--- src/rtl/duck_round_controller_if.sv ---
// duck_round_controller_if: gun front end inputs and duck drawer / HUD outputs of the round controller
interface duck_round_controller_if;
  logic        frame_tick, start, trigger, duck_hit;
  logic        duck_rst, duck_en, duck_falling, round_done;
  logic [1:0]  ammo;
  logic [3:0]  ducks_left, hits;
  logic [13:0] score;
  logic [2:0]  state;
  modport master (
    output frame_tick, start, trigger, duck_hit,
    input  duck_rst, duck_en, duck_falling, round_done, ammo, ducks_left, hits, score, state
  );
  modport slave (
    input  frame_tick, start, trigger, duck_hit,
    output duck_rst, duck_en, duck_falling, round_done, ammo, ducks_left, hits, score, state
  );
endinterface

--- src/rtl/duck_round_controller.sv ---
// duck_round_controller: sequences spawn/fly/fall/escape of each duck in a round and keeps ammo, hits and score
module duck_round_controller #(
  parameter int unsigned SHOTS_PER_DUCK  = 3,
  parameter int unsigned DUCKS_PER_ROUND = 10,
  parameter int unsigned SPAWN_FRAMES    = 30,
  parameter int unsigned FLY_FRAMES      = 600,
  parameter int unsigned FALL_FRAMES     = 60,
  parameter int unsigned SCORE_PER_HIT   = 10
) (
  input logic clk,
  input logic reset,
  duck_round_controller_if.slave bus
);
  typedef enum logic [2:0] {IDLE, SPAWN, FLY, FALL, ESCAPE, NEXT, DONE} state_t;
  state_t      st, st_n;
  logic [9:0]  cnt, cnt_n, lim;
  logic [1:0]  ammo_r, ammo_n;
  logic [3:0]  left_r, left_n, hits_r, hits_n;
  logic [13:0] score_r, score_n;
  logic [14:0] sum;
  logic        drst_r, drst_n, en_r, en_n, fall_r, fall_n, done_r, done_n;
  logic        timeout, shot;
  always_comb begin
    st_n    = st;
    ammo_n  = ammo_r;
    left_n  = left_r;
    hits_n  = hits_r;
    score_n = score_r;
    sum     = {1'b0, score_r} + 15'(SCORE_PER_HIT);
    lim     = st == SPAWN ? 10'(SPAWN_FRAMES - 1) : st == FLY ? 10'(FLY_FRAMES - 1) : 10'(FALL_FRAMES - 1);
    timeout = bus.frame_tick && cnt == lim;
    shot    = bus.trigger && ammo_r != 2'd0;
    case (st)
      IDLE, DONE: if (bus.start) begin
        st_n    = SPAWN;
        left_n  = 4'(DUCKS_PER_ROUND);
        hits_n  = '0;
        score_n = '0;
      end
      SPAWN: if (timeout) st_n = FLY;
      FLY: begin
        if (shot) ammo_n = ammo_r - 2'd1;
        // a hit beats both the last-miss escape and a coincident timeout
        if (shot && bus.duck_hit) begin
          st_n    = FALL;
          hits_n  = hits_r < 4'(DUCKS_PER_ROUND) ? hits_r + 4'd1 : hits_r;
          score_n = sum[14] ? 14'h3FFF : sum[13:0];
        end else if ((shot && ammo_r == 2'd1) || timeout) st_n = ESCAPE;
      end
      FALL, ESCAPE: if (timeout) st_n = NEXT;
      NEXT: begin
        left_n = left_r - 4'd1;
        st_n   = left_r == 4'd1 ? DONE : SPAWN;
      end
      default: st_n = IDLE;
    endcase
    drst_n = st_n == SPAWN && st != SPAWN;
    if (drst_n) ammo_n = 2'(SHOTS_PER_DUCK);
    cnt_n  = st_n != st ? '0 : cnt + 10'(bus.frame_tick);
    en_n   = st_n == FLY || st_n == FALL || st_n == ESCAPE;
    fall_n = st_n == FALL;
    done_n = st_n == DONE;
  end
  always_ff @(posedge clk or posedge reset) begin
    if (reset) begin
      st      <= IDLE;
      cnt     <= '0;
      ammo_r  <= '0;
      left_r  <= '0;
      hits_r  <= '0;
      score_r <= '0;
      drst_r  <= 1'b0;
      en_r    <= 1'b0;
      fall_r  <= 1'b0;
      done_r  <= 1'b0;
    end else begin
      st      <= st_n;
      cnt     <= cnt_n;
      ammo_r  <= ammo_n;
      left_r  <= left_n;
      hits_r  <= hits_n;
      score_r <= score_n;
      drst_r  <= drst_n;
      en_r    <= en_n;
      fall_r  <= fall_n;
      done_r  <= done_n;
    end
  end
  assign bus.state        = st;
  assign bus.ammo         = ammo_r;
  assign bus.ducks_left   = left_r;
  assign bus.hits         = hits_r;
  assign bus.score        = score_r;
  assign bus.duck_rst     = drst_r;
  assign bus.duck_en      = en_r;
  assign bus.duck_falling = fall_r;
  assign bus.round_done   = done_r;
endmodule

--- src/flat_wrapper.sv ---
// flat-port wrapper written by rule: the top's interface ports become plain ports
module duck_round_controller_flat 
#(
  parameter int unsigned SHOTS_PER_DUCK  = 3,
  parameter int unsigned DUCKS_PER_ROUND = 10,
  parameter int unsigned SPAWN_FRAMES    = 30,
  parameter int unsigned FLY_FRAMES      = 600,
  parameter int unsigned FALL_FRAMES     = 60,
  parameter int unsigned SCORE_PER_HIT   = 10
)
  (clk, reset, bus_frame_tick, bus_start, bus_trigger, bus_duck_hit, bus_duck_rst, bus_duck_en, bus_duck_falling, bus_round_done, bus_ammo, bus_ducks_left, bus_hits, bus_score, bus_state);
  duck_round_controller_if bus_i ();
  input logic clk;
  input logic reset;
  input wire logic [$bits(bus_i.frame_tick)-1:0] bus_frame_tick;
  input wire logic [$bits(bus_i.start)-1:0] bus_start;
  input wire logic [$bits(bus_i.trigger)-1:0] bus_trigger;
  input wire logic [$bits(bus_i.duck_hit)-1:0] bus_duck_hit;
  output wire logic [$bits(bus_i.duck_rst)-1:0] bus_duck_rst;
  output wire logic [$bits(bus_i.duck_en)-1:0] bus_duck_en;
  output wire logic [$bits(bus_i.duck_falling)-1:0] bus_duck_falling;
  output wire logic [$bits(bus_i.round_done)-1:0] bus_round_done;
  output wire logic [$bits(bus_i.ammo)-1:0] bus_ammo;
  output wire logic [$bits(bus_i.ducks_left)-1:0] bus_ducks_left;
  output wire logic [$bits(bus_i.hits)-1:0] bus_hits;
  output wire logic [$bits(bus_i.score)-1:0] bus_score;
  output wire logic [$bits(bus_i.state)-1:0] bus_state;
  assign bus_i.frame_tick = bus_frame_tick;
  assign bus_i.start = bus_start;
  assign bus_i.trigger = bus_trigger;
  assign bus_i.duck_hit = bus_duck_hit;
  assign bus_duck_rst = bus_i.duck_rst;
  assign bus_duck_en = bus_i.duck_en;
  assign bus_duck_falling = bus_i.duck_falling;
  assign bus_round_done = bus_i.round_done;
  assign bus_ammo = bus_i.ammo;
  assign bus_ducks_left = bus_i.ducks_left;
  assign bus_hits = bus_i.hits;
  assign bus_score = bus_i.score;
  assign bus_state = bus_i.state;
  duck_round_controller #(.SHOTS_PER_DUCK(SHOTS_PER_DUCK), .DUCKS_PER_ROUND(DUCKS_PER_ROUND), .SPAWN_FRAMES(SPAWN_FRAMES), .FLY_FRAMES(FLY_FRAMES), .FALL_FRAMES(FALL_FRAMES), .SCORE_PER_HIT(SCORE_PER_HIT)) u_core (.clk(clk), .reset(reset), .bus(bus_i));
endmodule
--- config.mk ---
export PLATFORM = sky130hd
export DESIGN_NAME = duck_round_controller_flat
export DESIGN_NICKNAME = d
export VERILOG_FILES = /design/src/rtl/duck_round_controller_if.sv /design/src/rtl/duck_round_controller.sv /design/src/flat_wrapper.sv
export SDC_FILE = /design/constraint.sdc
export NUM_CORES = 1
export LEC_CHECK = 0
export ABC_AREA = 1
export BUFFER_PORTS_ARGS = -buffer_cell sky130_fd_sc_hd__buf_2
export CORE_UTILIZATION = 55
export CTS_CLUSTER_SIZE = 40
export DETAILED_ROUTE_END_ITERATION = 6
export GPL_TIMING_DRIVEN = 0
export PLACE_DENSITY_LB_ADDON = 0.05
export SLEW_MARGIN = 30
export SYNTH_ARGS = -nofsm -noshare
export SYNTH_HDL_FRONTEND = slang
export SYNTH_SLANG_ARGS = --single-unit
--- constraint.sdc ---
create_clock -name clk -period 3.9 [get_ports clk]
set_input_delay 0.585 -clock clk [delete_from_list [all_inputs] [get_ports clk]]
set_output_delay 0.585 -clock clk [all_outputs]
set_load 0.005 [all_outputs]
==> impl_metrics.ini, run 1 <==
[flow_run]
drv_cap = 0

[global_routing]
first_global_vias = 1719
antenna_found_initial = 0
grt_max_degree = 32
grt_overflow = 0
grtUsageTotal = 0.225
grt_pass1_wl_um = 7640

[synthesis]
ys_ff_latch = 41
synth.distinct_cells = 35
syn_area_sq_um = 2440
synthArstFlopShare = 1.00
ys.warnings.count = 0
synth_compound_area_frac = 0.121
synth_top_family_by_area = simple AND/OR/NAND/NOR gates
synth_area_leader_cell = dfrtp_1
synth_top_area_frac = 0.421
syn_avg_cell_area_sq_um = 8.12
synthSimpleGateAreaFrac = 0.274
netlist_top_cells_area = dfrtp_1 (42%), inv_1 (7.1%), nand2_1 (6.9%)
post_synth_fa_ha_maj_area_fraction = 0.0411
synth_edf_count = 0
synth.area.mux_share = 0
synth_nets = 314
synth_cells = 300
synth-seq-area-share = 0.421
synthFlopType = dfrtp_1
synth_xor_area_frac = 0.0360

[layout]
drive_gt1_frac = 0.267
area_growth_pct = 14.1
nFillCells = 387
finish.utilization = 0.675
n_antenna_cell = 0
layout.nets = 358
regArea_sq_um = 1030
multi_input_area_sq_um = 1150

[clocking]
clkTransAtPathRegs_ns = 0.08
hold_buffers = 0
cts_tree = yes
insertion_delay_ns = 0.29
ctsResizeCount = 0
cts_sinks = 41
h-tree-depth = 2
post-cts-setup-buffer-count = 0
cts_buffers = 5
cts_root_buffer = clkbuf_8
clock_path_buffers = 2

[placement]
portBuffers = 36
hpwl_um = 3510
gp_congestion = 0.854

[timing]
max_freq_mhz = 484
final.setup.tns_ns = 0
max_slew_margin = 0.687
hold_violations = 0
skew_ns = 0.00818
period_share = 0.530
period_minus_slack_ns = 2.07
drv_slew = 0
rsz0062_at_grt = no
setup_viol = 0
worst_pin_slew_ns = 0.470

[power]
power_frac_comb = 0.407
switching_power_uw = 586
leakagePower_nw = 1.41
pwr-share-clk = 0.179
p_int_uw = 889
seqPwrFrac = 0.413
switching_share = 0.397
powerDensity_nw_per_um2 = 531
peakVddDrop_mv = 0.346

[critical_path]
slowest_delay_ns = 0.40
endpoint_kind = flip-flop
crit_slowest_cell = dfrtp_1
worstPathCellList = inv_1, ha_1, nor2_1, nand2_1, nor2_4, nor2_1, inv_1, clkbuf_1, o22ai_1
worstPathRequired_ns = 4.06
startpoint = u_core.bus.ammo[0]
path_max_fanout = 10
regToRegStartpoint = u_core.bus.ammo[0]
cp-start-kind = flip-flop
cp_top_family = simple AND/OR/NAND/NOR gates
crit_arrival_ns = 2.22
path_buf_inv = 3
crit_type = flip-flop to flip-flop

[die]
design.die.area_sq_um = 4700
placementRows = 23
dieHeight_um = 68.6
dieWidth_um = 68.6
core_area_sq_um = 4120
io_pins = 37
start_util = 0.592

[detailed_routing]
drt_first_iter_violations = 117
post-route-drc-count = 0
antenna_left = 0
vias = 2024
route.final.wire_length_um = 4560
routed_via_density = 5.12
wire_per_inst_um = 11.5
dr.pass1.iters = 5

[run_status]
status = finished clean

[worst_hold_path]
hold_path_class = primary input to async pin
-- final timing paths --
| kind | end | cells after the start | slack, ns |
|---|---|---|---|
| max | u_core.bus.score[5] | 9 | 1.83 |
| min | u_core.bus.score[11] | 2 | 0.21 |
| max reg2reg | u_core.bus.score[5] | 9 | 1.83 |
| min reg2reg | u_core.bus.ducks_left[3] | 1 | 0.53 |
| max in group asynchronous | u_core.cnt[1] | 3 | 3.24 |
| min in group clk | u_core.bus.ducks_left[3] | 1 | 0.53 |
-- power by group through the flow --
stage               logic [mW]  clock network [mW]  registers (mW)
floorplan                0.424                   0           0.619
global placement         0.591                   0           0.617
detailed placement       0.606                   0           0.618
CTS                      0.609               0.275           0.610
global route             0.686               0.290           0.629
finish                   0.601               0.264           0.610
-- layout by cell type (no fill, tap or decap), types with 2 or more instances in the layout --
cell,Yosys,layout
a21oi_1,16,16
buf_2,1,37
buf_6,3,3
clkbuf_1,1,4
clkbuf_8,0,5
dfrtp_1,41,41
ha_1,8,8
inv_1,46,45
inv_2,7,8
nand2_1,45,45
nand2_2,8,8
nand3_1,15,15
nand3_2,3,3
nand3_4,2,2
nand4_1,6,6
nor2_1,26,26
nor2_2,14,14
nor2_4,3,3
nor3_1,2,2
o21ai_0,16,16
o21ai_1,4,4
o22ai_1,10,10
or2_2,2,2
xnor2_1,2,2
xor2_1,8,8
-- logic make-up after synthesis --
family          after synthesis
compound gates               52
xor+xnor                     10
fa+ha+maj                     8
buf+inv                      60
flops                        41
simple gates                129
-- stage by stage --
step / setup slack (ns) / cell area, sq um / power (mW) / hold slack (ns) / std cells
floorplan: 2.11 / 2440 / 1.04 / 0.486 / 300
global placement: 1.80 / 2680 / 1.21 / 0.505 / 386
detailed placement: 1.77 / 2700 / 1.22 / 0.511 / 387
CTS: 1.80 / 2780 / 1.49 / 0.217 / 395
global route: 1.60 / 2780 / 1.60 / 0.234 / 395
finish: 1.83 / 2780 / 1.47 / 0.210 / 395
-- metal layers --
| metal | global-route usage | wire length (um) |
|---|---|---|
| met5 | 0 | 0 |
| met4 | 0.0964 | 56 |
| met3 | 0.0543 | 200 |
| met2 | 0.330 | 2000 |
| met1 | 0.313 | 2300 |
-- registers in the layout (all words and copies together) (netlist names) --
signal	cells
u_core.cnt	10
u_core.bus.hits	4
u_core.bus.ammo	2
u_core.bus.duck_falling	1
u_core.bus.duck_rst	1
u_core.bus.ducks_left	4
u_core.bus.duck_en	1
u_core.bus.round_done	1
u_core.bus.score	14
u_core.bus.state	3
-- Yosys cell counts (4+ instances only) --
cell     instances
a21oi_1         16
dfrtp_1         41
ha_1             8
nor2_2          14
nor2_1          26
o21ai_1          4
nand2_2          8
inv_1           46
nand3_1         15
xor2_1           8
inv_2            7
nand2_1         45
o21ai_0         16
nand4_1          6
o22ai_1         10
-- area by class of cell --
cell class / count / area share
tap: 50 / 0.0225
inverter: 55 / 0.0788
timing repair buffer: 37 / 0.0720
buffer: 5 / 0.0153
clock buffer: 8 / 0.0288
multi-input combinational: 199 / 0.413
sequential: 41 / 0.369
Power figures use the tool's default switching activity.
==> run 2: changes to the inputs <==
clock period = 1.95 ns   (was 3.9 ns; I/O delays follow)
==> run 2 against run 1 <==
Against the previous run:
- the run now ends with negative setup slack left
- worst setup slack got worse by 1.9 ns
- first-iteration DRC count decreased by 3.4%
- clock power increased by 100%
- die area unchanged
- non-clock buffer count increased by 16
- maximum frequency increased by 4.3%
- sequential power increased by 100%
- global-route usage increased by 0.70 points
- clock skew about the same
- hold slack improved by 0.033 ns
- critical endpoint is now u_core.cnt[8]
- largest cell class unchanged
- largest power group is now combinational cells
==> impl_metrics.ini, run 2 (synthesis results as in run 1) <==
[run_status]
status = finished with violations
failed_checks = negative setup slack

[die]
io_pins = 37
dieHeight_um = 68.6
design.die.area_sq_um = 4700
placementRows = 23
dieWidth_um = 68.6
start_util = 0.592
core_area_sq_um = 4120

[timing]
worst_slack_ns = -0.0326
rsz0062_at_grt = yes
drv_slew = 0
skew_ns = 0.00786
max_slew_margin = 0.760
max_freq_mhz = 504
period_minus_slack_ns = 1.98
setup_viol = 10
hold_violations = 0
fin_hold_ws_ns = 0.243
final.setup.tns_ns = -0.201
period_share = 1.02
worst_pin_slew_ns = 0.359

[power]
leakagePower_nw = 1.51
peakVddDrop_mv = 0.712
powerDensity_nw_per_um2 = 1070
p_total_mw = 3.20

[clocking]
cts_buffers = 5
cts_sinks = 41
clkTransAtPathRegs_ns = 0.08
h-tree-depth = 2
insertion_delay_ns = 0.29
cts_tree = yes
clock_path_buffers = 2
cts_root_buffer = clkbuf_8

[placement]
placedCellCount = 387
gp_congestion = 0.854
portBuffers = 36
pre_cts_slack_ns = -0.144
hpwl_um = 3510
dpl_cell_area_sq_um = 2700

[layout]
area_growth_pct = 22.1
final_common_cell = inv_1
layout_common_cells = inv_1 (45), nand2_1 (43), dfrtp_1 (41), buf_2 (37), nor2_1 (23)
nFillCells = 348
n_antenna_cell = 0
final_area_sq_um = 2970
finish.utilization = 0.723
final_cells = 412
layout.nets = 375
drive_gt1_frac = 0.320
largest_reg_flops = 14

[detailed_routing]
routed_via_density = 5.15
wire_per_inst_um = 12.4
dr.pass1.iters = 5
route.final.wire_length_um = 5120
vias = 2123
drt_first_iter_violations = 113
post-route-drc-count = 0
antenna_left = 0

[global_routing]
grt_max_degree = 32
antenna_found_initial = 0
grt_pass1_wl_um = 7840
grt_overflow = 0
first_global_vias = 1723
grtUsageTotal = 0.232

[critical_path]
crit_top_cell = nand2_2
crit_arrival_ns = 2.17
path_buf_inv = 2
cp-start-kind = flip-flop
path_max_fanout = 7
crit_type = flip-flop to flip-flop
endpoint_kind = flip-flop
worstPathCellList = buf_6, inv_8, nand3_4, nand2_2, nand2_2, nor2_4, nand2_4, nor2_4, nor2_2, nor2_2, nand2_2, nand2_2, nand2_4, nand3_4, nor2_2
cp_top_family = simple AND/OR/NAND/NOR gates
worstPathRequired_ns = 2.13
crit_slowest_cell = dfrtp_1
slowest_delay_ns = 0.39

[flow_run]
drv_cap = 0

[worst_hold_path]
hold_path_class = primary input to flip-flop
[run 2: cell types whose count changed in the layout (fill, tap and decap cells not counted), sizes merged]
cell         change
dlygate4sd3      +1
buf             +15
nand3            +1
[run 2: area by class of cell]
class / count / area, sq um / share of cell area
Sequential cell: 41 / 1030 / 0.345
Buffer: 5 / 46.3 / 0.0156
Inverter: 55 / 229 / 0.0770
Tap cell: 50 / 62.6 / 0.0210
Timing Repair Buffer: 53 / 323 / 0.109
Multi-Input combinational cell: 200 / 1210 / 0.406
Clock buffer: 8 / 80.1 / 0.0269
[run 2: report_power, final]
part           leakage [nW]  switching, mW  internal (mW)  total [mW]
logic                 0.930          0.849          0.596        1.45
clock network        0.0395          0.280          0.254       0.534
registers             0.539          0.165           1.05        1.22
[run 2: path summary, 6_finish.rpt]
| check | start | slack [ns] | depth (start not counted) | end |
|---|---|---|---|---|
| max in group asynchronous | reset | 1.02 | 4 | u_core.cnt[1] |
| hold / removal | bus_start | 0.24 | 2 | u_core.bus.round_done |
| setup reg to reg | u_core.bus.state[0] | -0.03 | 15 | u_core.cnt[8] |
| hold reg to reg | u_core.bus.ducks_left[3] | 0.53 | 1 | u_core.bus.ducks_left[3] |
| min in group asynchronous | reset | 0.48 | 3 | u_core.bus.score[11] |
| setup / recovery | u_core.bus.state[0] | -0.03 | 15 | u_core.cnt[8] |
[run 2: repair_timing]
item / in CTS / in global routing
endpoints found under the hold margin: 10 / 0
pin swaps: 1 / 7
cloned: 1 / 0
endpoints found under the setup margin: 20 / 23
setup buffers: 3 / 12
hold buffers: 1 / 0
gates resized for setup: 3 / 15
[run 2: per-layer routing]
metal  part of all wire  wire, um  global-route usage
met5                  0         0                   0
met1               0.48      2470               0.333
met2               0.45      2320               0.336
met3              0.052       265              0.0543
met4              0.012        62              0.0859
==> run 3: changes to the inputs <==
RECOVER_POWER = 25   (was unset)
SKIP_LAST_GASP = 1   (was unset)
==> run 3 against run 2 <==
Against the previous run:
- clock power is essentially flat
- global-route usage unchanged
- die area stayed put
- first-iteration DRC count shrank 0.88%
- clock skew about the same
- register-to-register slack about the same
- critical path depth stayed put
- the flow still finishes with violations (negative setup slack)
- worst setup slack got worse by 0.0053 ns
- count of clock-buffer cells in the layout stayed put
- total power about the same
==> impl_metrics.ini, run 3 (synthesis results as in run 1) <==
[run_status]
status = finished with violations
failed_checks = negative setup slack

[critical_path]
crit_type = flip-flop to flip-flop
path_max_fanout = 7
worstPathRequired_ns = 2.13
endpoint_kind = flip-flop
crit_arrival_ns = 2.17
cp-start-kind = flip-flop

[die]
dieWidth_um = 68.6
start_util = 0.592
dieHeight_um = 68.6
design.die.area_sq_um = 4700
core_area_sq_um = 4120
placementRows = 23
io_pins = 37

[detailed_routing]
antenna_left = 0
drt_first_iter_violations = 112
route.final.wire_length_um = 5140
wire_per_inst_um = 12.5
dr.pass1.iters = 4
post-route-drc-count = 0
routed_via_density = 5.18
vias = 2136

[flow_run]
drv_cap = 0

[clocking]
cts_buffers = 5
cts_root_buffer = clkbuf_8
clkTransAtPathRegs_ns = 0.08
insertion_delay_ns = 0.30
cts_sinks = 41
h-tree-depth = 2
clock_path_buffers = 2
cts_tree = yes

[power]
powerDensity_nw_per_um2 = 1080
leakagePower_nw = 1.50
peakVddDrop_mv = 0.712
p_total_mw = 3.20

[timing]
final.setup.tns_ns = -0.240
period_share = 1.02
rsz0062_at_grt = yes
hold_violations = 0
drv_slew = 0
max_slew_margin = 0.496
skew_ns = 0.00807
setup_viol = 10
max_freq_mhz = 503
worst_pin_slew_ns = 0.757
period_minus_slack_ns = 1.99
worst_slack_ns = -0.0379

[layout]
multi_input_area_sq_um = 1210
regArea_sq_um = 1030
final_cells = 412
area_growth_pct = 21.5
layout_common_cells = inv_1 (46), nand2_1 (43), dfrtp_1 (41), buf_2 (37), nor2_1 (23)
final_common_cell = inv_1
final_area_sq_um = 2960
n_antenna_cell = 0
largest_reg_flops = 14
layout.nets = 375
drive_gt1_frac = 0.318
nFillCells = 350

[worst_hold_path]
hold_path_class = primary input to flip-flop

[placement]
portBuffers = 36
pre_cts_slack_ns = -0.144
gp_congestion = 0.854
dpl_cell_area_sq_um = 2700
hpwl_um = 3510
placedCellCount = 387

[global_routing]
antenna_found_initial = 0
grt_pass1_wl_um = 7840
grt_max_degree = 32
first_global_vias = 1723
grt_overflow = 0
grtUsageTotal = 0.232
==> run 3: cell types whose count changed in the layout (fill, tap and decap cells not counted) <==
cell      change
buf_12        -1
inv_1         +1
clkbuf_2      +1
inv_2         -1
==> run 3: path summary, 6_finish.rpt <==
path / from / to / slack [ns] / cells past startpoint
setup / recovery: u_core.bus.state[0] / u_core.cnt[8] / -0.04 / 15
hold / removal: bus_start / u_core.bus.round_done / 0.24 / 2
setup reg to reg: u_core.bus.state[0] / u_core.cnt[8] / -0.04 / 15
hold reg to reg: u_core.bus.ducks_left[3] / u_core.bus.ducks_left[3] / 0.53 / 1
max in group asynchronous: reset / u_core.cnt[1] / 0.32 / 4
min in group asynchronous: reset / u_core.bus.score[11] / 0.54 / 3
==> run 3: per-layer routing <==
layer  vias up  share of wire  global-route usage
li1       1088              -                   -
met1       988           0.49               0.333
met2        54           0.45               0.336
met3         6          0.044              0.0543
met4         0          0.012              0.0859
met5         -              0                   0
==> run 3: cell type report <==
class,count,area share
multi-input combinational,200,0.408
sequential,41,0.347
timing repair buffer,53,0.104
inverter,55,0.0774
clock buffer,8,0.0271
tap,50,0.0211
buffer,5,0.0156
==> run 3: repair_timing <==
| action | CTS | global route |
|---|---|---|
| buffers inserted | 3 | 12 |
| resized for setup | 3 | 15 |
| cloned | 1 | 0 |
| endpoints found under the hold margin | 10 | 0 |
| hold buffers | 1 | 0 |
| pin swaps | 1 | 7 |
| endpoints found under the setup margin | 20 | 23 |
==> run 3: power by group <==
group          switching, mW  internal [mW]
registers              0.166           1.05
clock network          0.281          0.254
logic                  0.851          0.593
total                   1.30           1.90
==> run 3: through the flow <==
step | utilization | hold WS, ns
after CTS | 0.688 | 0.235
final | 0.719 | 0.242
after global routing | 0.719 | 0.241
after detailed placement | 0.656 | 0.247
after floorplan | - | 0.430
after global placement | 0.651 | 0.505
==> run 3: worst max-delay path: stages, from the launching register on <==
cell and delay [ns]:
dfrtp_1 0.39, buf_6 0.16, inv_8 0.07, nand3_4 0.10, nand2_2 0.08, nand2_2 0.06, nor2_4 0.10, nand2_4 0.07
nor2_4 0.16, nor2_2 0.06, nor2_2 0.18, nand2_2 0.10, nand2_2 0.10, nand2_4 0.08, nand3_4 0.14, nor2_2 0.04
